<file path="src/rtl/seven_seg_scheduler.sv">
`default_nettype none
// ============================================================================
// Module      : seven_seg_scheduler
// Description : Shares the seven-segment display peripheral between two write
//               requesters. A round-robin arbiter grants one write at a time
//               and walks it through IDLE -> WRITE -> ACK. The last written
//               word is kept as a shadow copy. The low/high page select
//               alternates every DWELL_CYCLES cycles unless the upper half of
//               the shadow is zero or paging is frozen by hold.
// Ports       : clock, reset          - clock, async active-high reset
//               req0_valid/data/ready - requester 0 handshake (ready = pulse)
//               req1_valid/data/ready - requester 1 handshake (ready = pulse)
//               hold                  - freezes the dwell counter and page
//               disp_write/disp_wdata - one-cycle write strobe and its word
//               disp_low_high         - page select (0 = [15:0], 1 = [31:16])
//               shadow_value          - last successfully written word
// Revision    : 1.0 - initial release
// ============================================================================
module seven_seg_scheduler #(
  parameter int DWELL_CYCLES = 50_000_000,
  parameter int CNT_W        = 26
) (
  input  logic        clock,
  input  logic        reset,
  input  logic        req0_valid,
  input  logic [31:0] req0_data,
  output logic        req0_ready,
  input  logic        req1_valid,
  input  logic [31:0] req1_data,
  output logic        req1_ready,
  input  logic        hold,
  output logic        disp_write,
  output logic [31:0] disp_wdata,
  output logic        disp_low_high,
  output logic [31:0] shadow_value
);

  localparam logic [1:0] c_ST_IDLE  = 2'd0;
  localparam logic [1:0] c_ST_WRITE = 2'd1;
  localparam logic [1:0] c_ST_ACK   = 2'd2;

  localparam logic [CNT_W-1:0] c_TC = CNT_W'(DWELL_CYCLES - 1);

  logic [1:0]       r_state;
  logic [1:0]       w_next_state;
  logic             r_last_grant;  // also identifies the requester in flight
  logic [31:0]      r_wdata;
  logic [31:0]      r_shadow;
  logic [CNT_W-1:0] r_cnt;
  logic             r_page;

  logic w_any_valid;
  logic w_pick1;

  assign w_any_valid = req0_valid | req1_valid;
  // Requester 1 wins when it is alone, or when both ask and 0 went last.
  assign w_pick1     = req1_valid & (~req0_valid | ~r_last_grant);

  // --------------------------------------------------------------------------
  // Arbiter state register
  // --------------------------------------------------------------------------
  always_ff @(posedge clock or posedge reset) begin
    if (reset) begin
      r_state <= c_ST_IDLE;
    end else begin
      r_state <= w_next_state;
    end
  end

  // --------------------------------------------------------------------------
  // Arbiter next-state logic
  // --------------------------------------------------------------------------
  always_comb begin
    w_next_state = r_state;
    case (r_state)
      c_ST_IDLE:  if (w_any_valid) w_next_state = c_ST_WRITE;
      c_ST_WRITE: w_next_state = c_ST_ACK;
      c_ST_ACK:   w_next_state = c_ST_IDLE;
      default:    w_next_state = c_ST_IDLE;
    endcase
  end

  // --------------------------------------------------------------------------
  // Arbiter outputs (decoded from state so reset clears them immediately)
  // --------------------------------------------------------------------------
  always_comb begin
    disp_write = 1'b0;
    disp_wdata = 32'h0;
    req0_ready = 1'b0;
    req1_ready = 1'b0;
    case (r_state)
      c_ST_WRITE: begin
        disp_write = 1'b1;
        disp_wdata = r_wdata;
      end
      c_ST_ACK: begin
        req0_ready = ~r_last_grant;
        req1_ready = r_last_grant;
      end
      default: ;
    endcase
  end

  // --------------------------------------------------------------------------
  // Grant bookkeeping, write latch and shadow copy. The shadow is loaded on
  // the edge entering ACK, i.e. the same edge that raises ready.
  // --------------------------------------------------------------------------
  always_ff @(posedge clock or posedge reset) begin
    if (reset) begin
      r_last_grant <= 1'b1;
      r_wdata      <= 32'h0;
      r_shadow     <= 32'h0;
    end else begin
      if (r_state == c_ST_IDLE && w_any_valid) begin
        r_last_grant <= w_pick1;
        r_wdata      <= w_pick1 ? req1_data : req0_data;
      end
      if (r_state == c_ST_WRITE) begin
        r_shadow <= r_wdata;
      end
    end
  end

  // --------------------------------------------------------------------------
  // Paging. A zero upper half parks the pager at page 0 / count 0, which
  // takes priority over hold, so paging restarts cleanly once it is nonzero.
  // --------------------------------------------------------------------------
  always_ff @(posedge clock or posedge reset) begin
    if (reset) begin
      r_cnt  <= '0;
      r_page <= 1'b0;
    end else if (r_shadow[31:16] == 16'h0) begin
      r_cnt  <= '0;
      r_page <= 1'b0;
    end else if (!hold) begin
      if (r_cnt == c_TC) begin
        r_cnt  <= '0;
        r_page <= ~r_page;
      end else begin
        r_cnt <= r_cnt + CNT_W'(1);
      end
    end
  end

  assign disp_low_high = r_page;
  assign shadow_value  = r_shadow;

endmodule
`default_nettype wire

</file>
<file path="config.mk">
export PLATFORM = sky130hd
export DESIGN_NAME = seven_seg_scheduler
export DESIGN_NICKNAME = d
export VERILOG_FILES = /design/src/rtl/seven_seg_scheduler.sv
export SDC_FILE = /design/constraint.sdc
export NUM_CORES = 1
export LEC_CHECK = 0
export CAP_MARGIN = 20
export CORE_MARGIN = 2
export CORE_UTILIZATION = 57
export DETAILED_ROUTE_END_ITERATION = 6
export DONT_BUFFER_PORTS = 1
export PLACE_DENSITY = 0.73
export SLEW_MARGIN = 20
export SYNTH_ARGS = -nofsm -noshare
export SYNTH_HDL_FRONTEND = slang
export SYNTH_SLANG_ARGS = --single-unit
</file>
<file path="constraint.sdc">
create_clock -name clock -period 4.4 [get_ports clock]
set_clock_uncertainty 0.2 [all_clocks]
set_input_delay 0.22 -clock clock [delete_from_list [all_inputs] [get_ports clock]]
set_output_delay 0.22 -clock clock [all_outputs]
set_load 0.05 [all_outputs]
</file>
# Word-level counts from Yosys, hierarchy flattened
# Cells that the tools add are included.
# word_totals
ff_bits	94
input_bits	69
output_inout_bits	68
# op_classes
n_addsub	1
eq_ne	5
muxes	13
bitwise	6
n_reduce_logical	5
# ops
op	n
$mux 26	3
$mux 32	2
$add 26x1->26 const B	1
$eq 26x26->1 const B	1
$logic_not 16->1	1
$mux 1	6
$pmux 2 s2	1
$not 1->1	3
$eq 2x1->1 const B	1
$eq 2x2->1 const B	1
$logic_not 2->1	1
$mux 2	1
$ne 2x1->1 const B	1
$ne 2x2->1 const B	1
$or 1x1->1	2
$reduce_and 2->1	1
$reduce_bool 2->1	1
$and 1x1->1	1
$logic_and 1x1->1	1

# Longest topological paths before layout
# Gate-level depths: netlist (run 1).
# logic_depth
depth_word	4
mapped_depth	7

# Least setup slack after synthesis (run 1)
# OpenSTA, ideal clock, no wires.
# synth_path
path_kind	register to output
startpoint	reg r_state[1]
endpoint	out disp_wdata[0]
arrival_ns	1.952
path_slack_ns	2.028
stages_incl_launch_ff	5
n_path_buf	2
path_cell_list	dfrtp_1 nor2b_1 buf_1 clkbuf_1 and2_1
# synth_via
elab_chain_cells	2
# synth_rtl
item	line	text
from (decl)	44	logic [1:0] r_state;
from (signal assigned)	64	r_state <= c_ST_IDLE;
from (signal assigned)	66	r_state <= w_next_state;
$eq 2x1->1	91	case (r_state)
$mux 32	91	
to (decl)	33	output logic [31:0] disp_wdata,
# No other way between the ends.

# Worst setup path in the final report (run 1)
# layout_path
startpoint	reg r_state[0]
endpoint	out disp_wdata[29]
# Same word-level chain as after synthesis.

==> results of run 1 <==
-- power by group through the flow --
| stage | logic [W] | clock network [W] | registers, W |
|---|---|---|---|
| after CTS | 0.00155 | 0.000601 | 0.00201 |
| after global routing | 0.00169 | 0.000638 | 0.00206 |
| final | 0.00158 | 0.000596 | 0.00202 |
| after floorplan | 0.00131 | 0 | 0.00192 |
| after global placement | 0.00143 | 0 | 0.00201 |
| after detailed placement | 0.00145 | 0 | 0.00202 |
-- synthesized netlist by cell type (2+ instances only) --
cell      instances
nand4_1          15
nor2_1           35
nor4_2            4
and3b_1           2
mux2i_1          32
or4_1            18
dfrtp_1          93
inv_1             5
a31oi_1           2
nand3_1           5
and2_1           33
o31ai_1          17
nand2_1          15
and4_1            5
buf_1             6
clkbuf_1         17
o211ai_1          2
mux2_2           32
ha_1              2
nor4_1            2
nor2b_1           2
buf_2             4
or3_1             8
and3_1            8
a21oi_1          57
o21ai_0           7
-- final timing paths --
path	slack (ps)	endpoint	cells after the start
min in group asynchronous	250	shadow_value[4]	2
hold reg to reg	340	shadow_value[6]	1
setup / recovery	1610	disp_wdata[29]	3
max in group asynchronous	2800	r_cnt[24]	3
setup reg to reg	1750	r_cnt[22]	5
hold / removal	60	r_cnt[18]	2
-- state kept, by name, summed over array words and instances (netlist names) --
| name | cells |
|---|---|
| shadow_value | 32 |
| r_last_grant | 1 |
| r_state | 2 |
| disp_low_high | 1 |
| r_wdata | 32 |
| r_cnt | 26 |
-- final cells by class --
class	count	area, µm²
multi-input combinational	313	2206
clock buffer	10	137.6
sequential	94	2354
inverter	5	21.27
clock inverter	5	71.32
tap	102	127.6
timing repair buffer	72	723.2
fill	515	2167
-- metrics by stage --
| stage | utilization, % | power, W |
|---|---|---|
| 2_1_floorplan | - | 0.003223 |
| 3_3_place_gp | 60.75 | 0.003433 |
| 3_5_place_dp | 60.75 | 0.003475 |
| 4_1_cts | 72.15 | 0.004156 |
| 5_1_grt | 72.24 | 0.004389 |
| 6_report | 72.24 | 0.004192 |
-- worst max-delay path, stage by stage (launching register included) --
cell and delay (ps):
dfrtp_1 420, nor2b_4 780, buf_12 300, and2_1 500
-- layer usage --
metal | part of all wire, % | global-route usage [%] | routed length [µm] | up-vias
li1 | - | - | - | 1720
met5 | 0 | 0 | 0 | -
met2 | 51 | 45.60 | 6059 | 159
met3 | 7.6 | 7.464 | 902 | 26
met1 | 39 | 34.12 | 4644 | 1875
met4 | 2.0 | 9.420 | 238 | 0
-- logic make-up after synthesis --
logic type	after synthesis	synth area share, %
AO/OA/AOI/OAI	90	11.13
flip-flops	94	50.69
buffers and inverters	33	2.937
XOR/XNOR	1	0.1887
multiplexers	64	14.66
AND/OR/NAND/NOR	156	19.86
adder cells (fa/ha/maj)	2	0.5389
-- repair_timing --
action	in CTS	in global routing
gates resized for setup	0	0
setup endpoints to repair	0	0
hold buffers	68	0
setup buffers	0	0
hold endpoints to repair	92	0
==> qor.csv, run 1 <==
metric,value,unit
htree_num_levels,3,
drt_pass1_iterations,5,
finalMaxSlewViolations,0,
worstSkewPairLatency,360,ps
io_buffer_count,0,
p_sw_share,52.01,%
final_common_cell,dfrtp_1,
grt_overflow,0,
viasPerCell,6.290,
grt_pass1_vias,3769,
async_flop_share,100.0,%
num_rows,32,
n_antenna_cell,0,
slew_headroom,37.34,%
core_area,7807,µm²
worstHoldPathType,primary input to flip-flop,
antenna_found_initial,0,
finalNonFillerCells,601,
fmax,358.9,MHz
route.detailed.drc,0,
startpoint_type,flip-flop,
dp_hpwl,6.887,mm
cts_sinks,94,
cts_made_buffers,9,
wl_per_cell,19.71,µm
worstHoldStart,hold,
syn_nets,511,
ir_worst_vdd,0.5923,mV
cts_tree,yes,
final.setup.tns,0,ps
cts.path.max_buffers,2,
fin_ws,1613,ps
cts_root_buf,clkbuf_8,
place.gp.congestion,0.8749,
track_usage,27.26,%
synth_edf_count,0,
combPwrFrac,37.7,%
die_h,94.26,µm
tightest_slew,939.9,ps
power.internal,0.002012,W
rr_startpoint,shadow_value[19],
drt_iter0_drc,160,
hold_ws,60.61,ps
synth_warnings,0,
synth.area.top_cells,"dfrtp_1 (50%), mux2_2 (7.8%), mux2i_1 (6.9%), a21oi_1 (6.1%), and2_1 (4.4%)",
die_w,94.26,µm
crit_fanout,41,
critPathArrivalTime,2370,ps
seqPwrFrac,48.1,%
layout_common_cells,"dfrtp_1 (93), dlygate4sd3_1 (68), a21oi_1 (57)",
syn_area_per_cell,10.55,µm²
syn_area,4643,µm²
dp_slack,1881,ps
setup_violations,0,
syn_inst,440,
drive_gt1_share,13.03,%
synth_top_cell_area_share,50.12,%
period_needed,2787,ps
floorplan.initialDensity,59.47,%
yosysSeqAreaShare,50.69,%
grt_pass1_wl,18.94,mm
area_growth,21.48,%
required,3980,ps
post-route-period-util,63.33,%
die-area,8884,µm²
finalWirelength,11.85,mm
dpl.cell_count,518,
design_area,5640,µm²
ios,137,
ant_nets,0,
synth-seq-cells,94,
grt_start_max_net_pins,66,
power_switching,0.002180,W
power_density,743.1,nW/µm²
p_leak,2.223,nW
dpl-instance-area,4743,µm²
synth.distinct_cells,38,
max_cap_violations,0,
clk_pin_slew_worst_paths,90,ps
critPathKind,flip-flop to primary output,
ys.flop_type,dfrtp_1,
grt_setup_unrepaired,false,
finalHoldViolations,0,
critPathCaptureType,primary output,
fin_nets,566,
status,completed,
yosysTopAreaCell,dfrtp_1,
p_clk_share,14.2,%
vias,3780,
startpoint,r_state[0],
No activity file was read; power rests on OpenSTA's default activity.
==> run 2: changes to the inputs <==
--- a/config.mk
+++ b/config.mk
@@ -10,7 +10,7 @@
 export CORE_UTILIZATION = 57
 export DETAILED_ROUTE_END_ITERATION = 6
 export DONT_BUFFER_PORTS = 1
-export PLACE_DENSITY = 0.73
+export PLACE_DENSITY = 0.76
 export SLEW_MARGIN = 20
 export SYNTH_ARGS = -nofsm -noshare
 export SYNTH_HDL_FRONTEND = slang
==> constraint.sdc (replaced) <==
create_clock -name clock -period 2.42 [get_ports clock]
set_clock_uncertainty 0.2 [all_clocks]
set_input_delay 0.121 -clock clock [delete_from_list [all_inputs] [get_ports clock]]
set_output_delay 0.121 -clock clock [all_outputs]
set_load 0.05 [all_outputs]
==> qor.csv, run 2 (synthesis gave the netlist of run 1 again) <==
metric,value,unit
fmax,421.9,MHz
io_buffer_count,0,
grt_use_met1,38.96,%
die-area,8884,µm²
period_needed,2370,ps
dpl-instance-area,5085,µm²
crit_fanout,32,
worstHoldPathType,primary input to flip-flop,
busiest_layer,met2,
critPathCaptureType,flip-flop,
drt_pass1_iterations,7,
num_rows,32,
met2_usage,54.52,%
multi_input_area,2226,µm²
finalWirelength,14.51,mm
grt_start_max_net_pins,66,
grt_pass1_vias,4194,
grt_pass1_wl,22.23,mm
slew_headroom,61.13,%
finalMaxSlewViolations,0,
route.detailed.drc,0,
post-route-period-util,97.94,%
final.setup.tns,0,ps
drive_gt1_share,20.44,%
worstSkewPairLatency,370,ps
r2r_cells,5,
n_antenna_cell,0,
worstHoldStart,req1_valid,
antenna_found_initial,0,
fin_nets,609,
status,completed,
critPathKind,flip-flop to flip-flop,
critPathArrivalTime,2420,ps
startpoint,r_last_grant,
floorplan.initialDensity,59.47,%
vias,4161,
p_leak,2.448,nW
die_h,94.26,µm
wl_per_cell,22.49,µm
place.gp.congestion,0.8950,
cts_tree,yes,
startpoint_type,flip-flop,
grt_use_met3,11.56,%
fillers,435,
rr_startpoint,r_last_grant,
drt_iter0_drc,383,
required,2470,ps
setup_violations,0,
track_usage,32.92,%
dp_hpwl,7.337,mm
power,0.008412,W
cts_sinks,94,
clk_pin_slew_worst_paths,110,ps
cts.path.max_buffers,2,
ios,137,
finalHoldViolations,0,
max_cap_violations,0,
area_growth,29.05,%
min_path_cells,2,
viasPerCell,6.451,
cts_setup_buffers,0,
power_density,1404,nW/µm²
layout_common_cells,"dfrtp_1 (91), dlygate4sd3_1 (68), a21oi_1 (57)",
ff_latch_area,2356,µm²
ant_nets,0,
ir_worst_vdd,1.010,mV
core_area,7807,µm²
htree_num_levels,3,
cts_root_buf,clkbuf_8,
grt_setup_unrepaired,false,
cts_made_buffers,9,
grt_overflow,0,
final_common_cell,dfrtp_1,
design_area,5992,µm²
tightest_slew,583.0,ps
die_w,94.26,µm
## run 2: critical path, stage by stage, from the launching register on
cell,delay (ps)
dfstp_2,420
a21boi_4,140
buf_4,490
mux2i_1,300
dlygate4sd3_1,600
a21oi_1,80
## run 2: cell type report
class                           instances  area share (%)
Clock inverter                          7           1.086
Timing Repair Buffer                  115           17.87
Sequential cell                        94           39.32
Inverter                                5          0.3759
Tap cell                              102           2.130
Clock buffer                            9           2.067
Multi-Input combinational cell        313           37.15
## run 2: metrics by stage
stage	hold slack, ps	utilization, %	instances	setup slack (ps)
2_1_floorplan	-16.08	-	440	82.87
4_1_cts	13.73	76.27	645	139.8
5_1_grt	37.37	76.75	645	8.247
3_5_place_dp	-79.00	65.13	561	166.0
3_3_place_gp	-74.87	65.13	561	237.8
6_report	34.97	76.75	645	49.84
## run 2: layer usage
layer  up-vias  wire length [µm]
met5         -                 0
met3        56              1251
met1      2032              5204
li1       1811                 -
met4         0               583
met2       262              7469
## run 2: power breakdown
part	leakage (nW)	internal [W]	switching (W)
Sequential	1.11	0.00217	0.00108
Combinational	1.24	0.00141	0.00270
Clock	0.0995	0.000401	0.000637
Total	2.45	0.00399	0.00442
## run 2: worst paths after layout
check	endpoint	slack [ps]
worst max-delay path	r_wdata[18]	50
worst min-delay path	r_state[0]	30
worst max register to register	r_wdata[18]	50
worst min register to register	shadow_value[22]	350
max in group asynchronous	r_cnt[17]	1550
min in group asynchronous	r_cnt[2]	120
## run 2: repair_timing
action,in CTS,in global routing
setup endpoints to repair,0,14
gates resized for setup,0,6
hold buffers,68,0
hold endpoints to repair,152,0
==> run 3: changes to the inputs <==
--- a/config.mk
+++ b/config.mk
@@ -6,6 +6,7 @@
 export NUM_CORES = 1
 export LEC_CHECK = 0
 export CAP_MARGIN = 20
+export CORE_ASPECT_RATIO = 1.4
 export CORE_MARGIN = 2
 export CORE_UTILIZATION = 57
 export DETAILED_ROUTE_END_ITERATION = 6
==> qor.csv, run 3 (synthesis gave the netlist of run 1 again) <==
metric,value,unit
required,2510,ps
grt_overflow,0,
vias,4071,
final.setup.tns,0,ps
tightest_slew,829.9,ps
final_common_cell,dfrtp_1,
p_leak,2.429,nW
grt_pass1_wl,22.30,mm
max_cap_violations,0,
place.gp.congestion,0.9330,
cp_cell_sequence,ha_1 -> nand3_1 -> or4_1 -> or4_1 -> a21oi_1,
drt_pass1_iterations,4,
cpPeakStageDelay,640,ps
p_clk_share,14.3,%
slew_headroom,44.43,%
startpoint_type,flip-flop,
area_growth,28.64,%
fmax,435.3,MHz
route.detailed.drc,0,
fin_util,76.14,%
viasPerCell,6.381,
drt_iter0_drc,324,
ios,137,
worstSkewPairLatency,370,ps
io_buffer_count,0,
finalHoldViolations,0,
die-area,8894,µm²
grt_pass1_vias,4263,
track_usage,32.58,%
power.internal,0.004133,W
fillers,448,
seqPwrFrac,38.1,%
n_antenna_cell,0,
status,completed,
cts_root_buf,clkbuf_8,
critPathArrivalTime,2390,ps
wl_per_cell,21.91,µm
dpl-instance-area,5066,µm²
power_density,1407,nW/µm²
critPathCaptureType,flip-flop,
design_area,5973,µm²
clk_pin_slew_worst_paths,100,ps
core_area,7845,µm²
grt_start_max_net_pins,95,
cts_tree,yes,
die_h,110.8,µm
ir_worst_vdd,1.161,mV
setup_violations,0,
floorplan.initialDensity,59.19,%
num_rows,38,
finalMaxSlewViolations,0,
cts_setup_buffers,0,
hold_ws,22.32,ps
post-route-period-util,94.94,%
crit_fanout,6,
period_needed,2298,ps
power_switching,0.004274,W
cp_common_cell,or4_1,
fin_nets,604,
cts.path.max_buffers,2,
finalWirelength,13.98,mm
drive_gt1_share,19.14,%
multi_input_area,2200,µm²
cts_sinks,94,
ff_latch_area,2354,µm²
cts_made_buffers,9,
htree_num_levels,3,
dp_hpwl,7.485,mm
worstHoldPathType,primary input to flip-flop,
antenna_found_initial,0,
layout_common_cells,"dfrtp_1 (93), dlygate4sd3_1 (68), a21oi_1 (57)",
die_w,80.28,µm
critPathSlowestCell,or4_1,
p_sw_share,50.84,%
critPathKind,flip-flop to flip-flop,
grt_setup_unrepaired,false,
combPwrFrac,47.6,%
power,0.008406,W
ant_nets,0,
run 3: cell count changes in the layout (fill, tap and decap cells not counted), moves of 2 or more:
cell / delta
nor4_4: -4
clkinv_4: -2
dfrtp_1: +2
dfrtp_2: -2
nor4_2: +4
inv_8: -3
buf_4: -7
bufinv_16: +2
run 3: what timing repair did:
action,CTS,global route
gates resized for setup,0,1
hold endpoints to repair,154,0
hold buffers,68,0
endpoints found under the setup margin,0,2
run 3: worst paths after layout:
| check | to | slack (ps) | depth (start not counted) | start |
|---|---|---|---|---|
| hold / removal | r_state[0] | 20 | 2 | req1_valid |
| hold reg to reg | shadow_value[19] | 340 | 1 | r_wdata[19] |
| min in group asynchronous | r_wdata[2] | 180 | 3 | reset |
| setup reg to reg | r_cnt[22] | 120 | 5 | r_cnt[0] |
| max in group asynchronous | shadow_value[9] | 1470 | 3 | reset |
| setup / recovery | r_cnt[22] | 120 | 5 | r_cnt[0] |
run 3: metrics by stage:
stage          setup slack (ps)  std cells
2_1_floorplan             82.87        440
3_3_place_gp              236.4        554
3_5_place_dp              177.0        554
4_1_cts                   137.7        638
5_1_grt                   8.995        638
6_report                  122.5        638
run 3: power groups by stage:
stage / Sequential [W] / Combinational [W] / Clock (W)
floorplan: 0.00348 / 0.00237 / 0
global placement: 0.00311 / 0.00358 / 0
detailed placement: 0.00315 / 0.00365 / 0
CTS: 0.00312 / 0.00383 / 0.00118
global route: 0.00326 / 0.00418 / 0.00126
finish: 0.00320 / 0.00400 / 0.00120
run 3: critical path, delay by kind of cell, from the launching register on:
kind,cells,cell delay (ps)
and+or+nand+nor,3,1250
AOI/OAI and AO/OA,1,150
adders and majority gates,1,190
DFF,1,430
run 3: metal layers:
metal  global-route usage (%)  part of all wire [%]  vias to the layer above
met5                        0                     0                        -
met2                    55.11                    53                      209
met4                    14.58                   4.0                        0
met1                    38.03                    36                     2013
met3                    8.713                   6.8                       46
li1                         -                     -                     1803
run 3: layout make-up:
type	instances	area share, %
multi-input cells	313	36.82
inverters	5	0.3770
clock buffers	11	2.367
well taps	100	2.095
repair buffers	110	17.57
clock inverters	5	1.362
flip-flops and latches	94	39.40
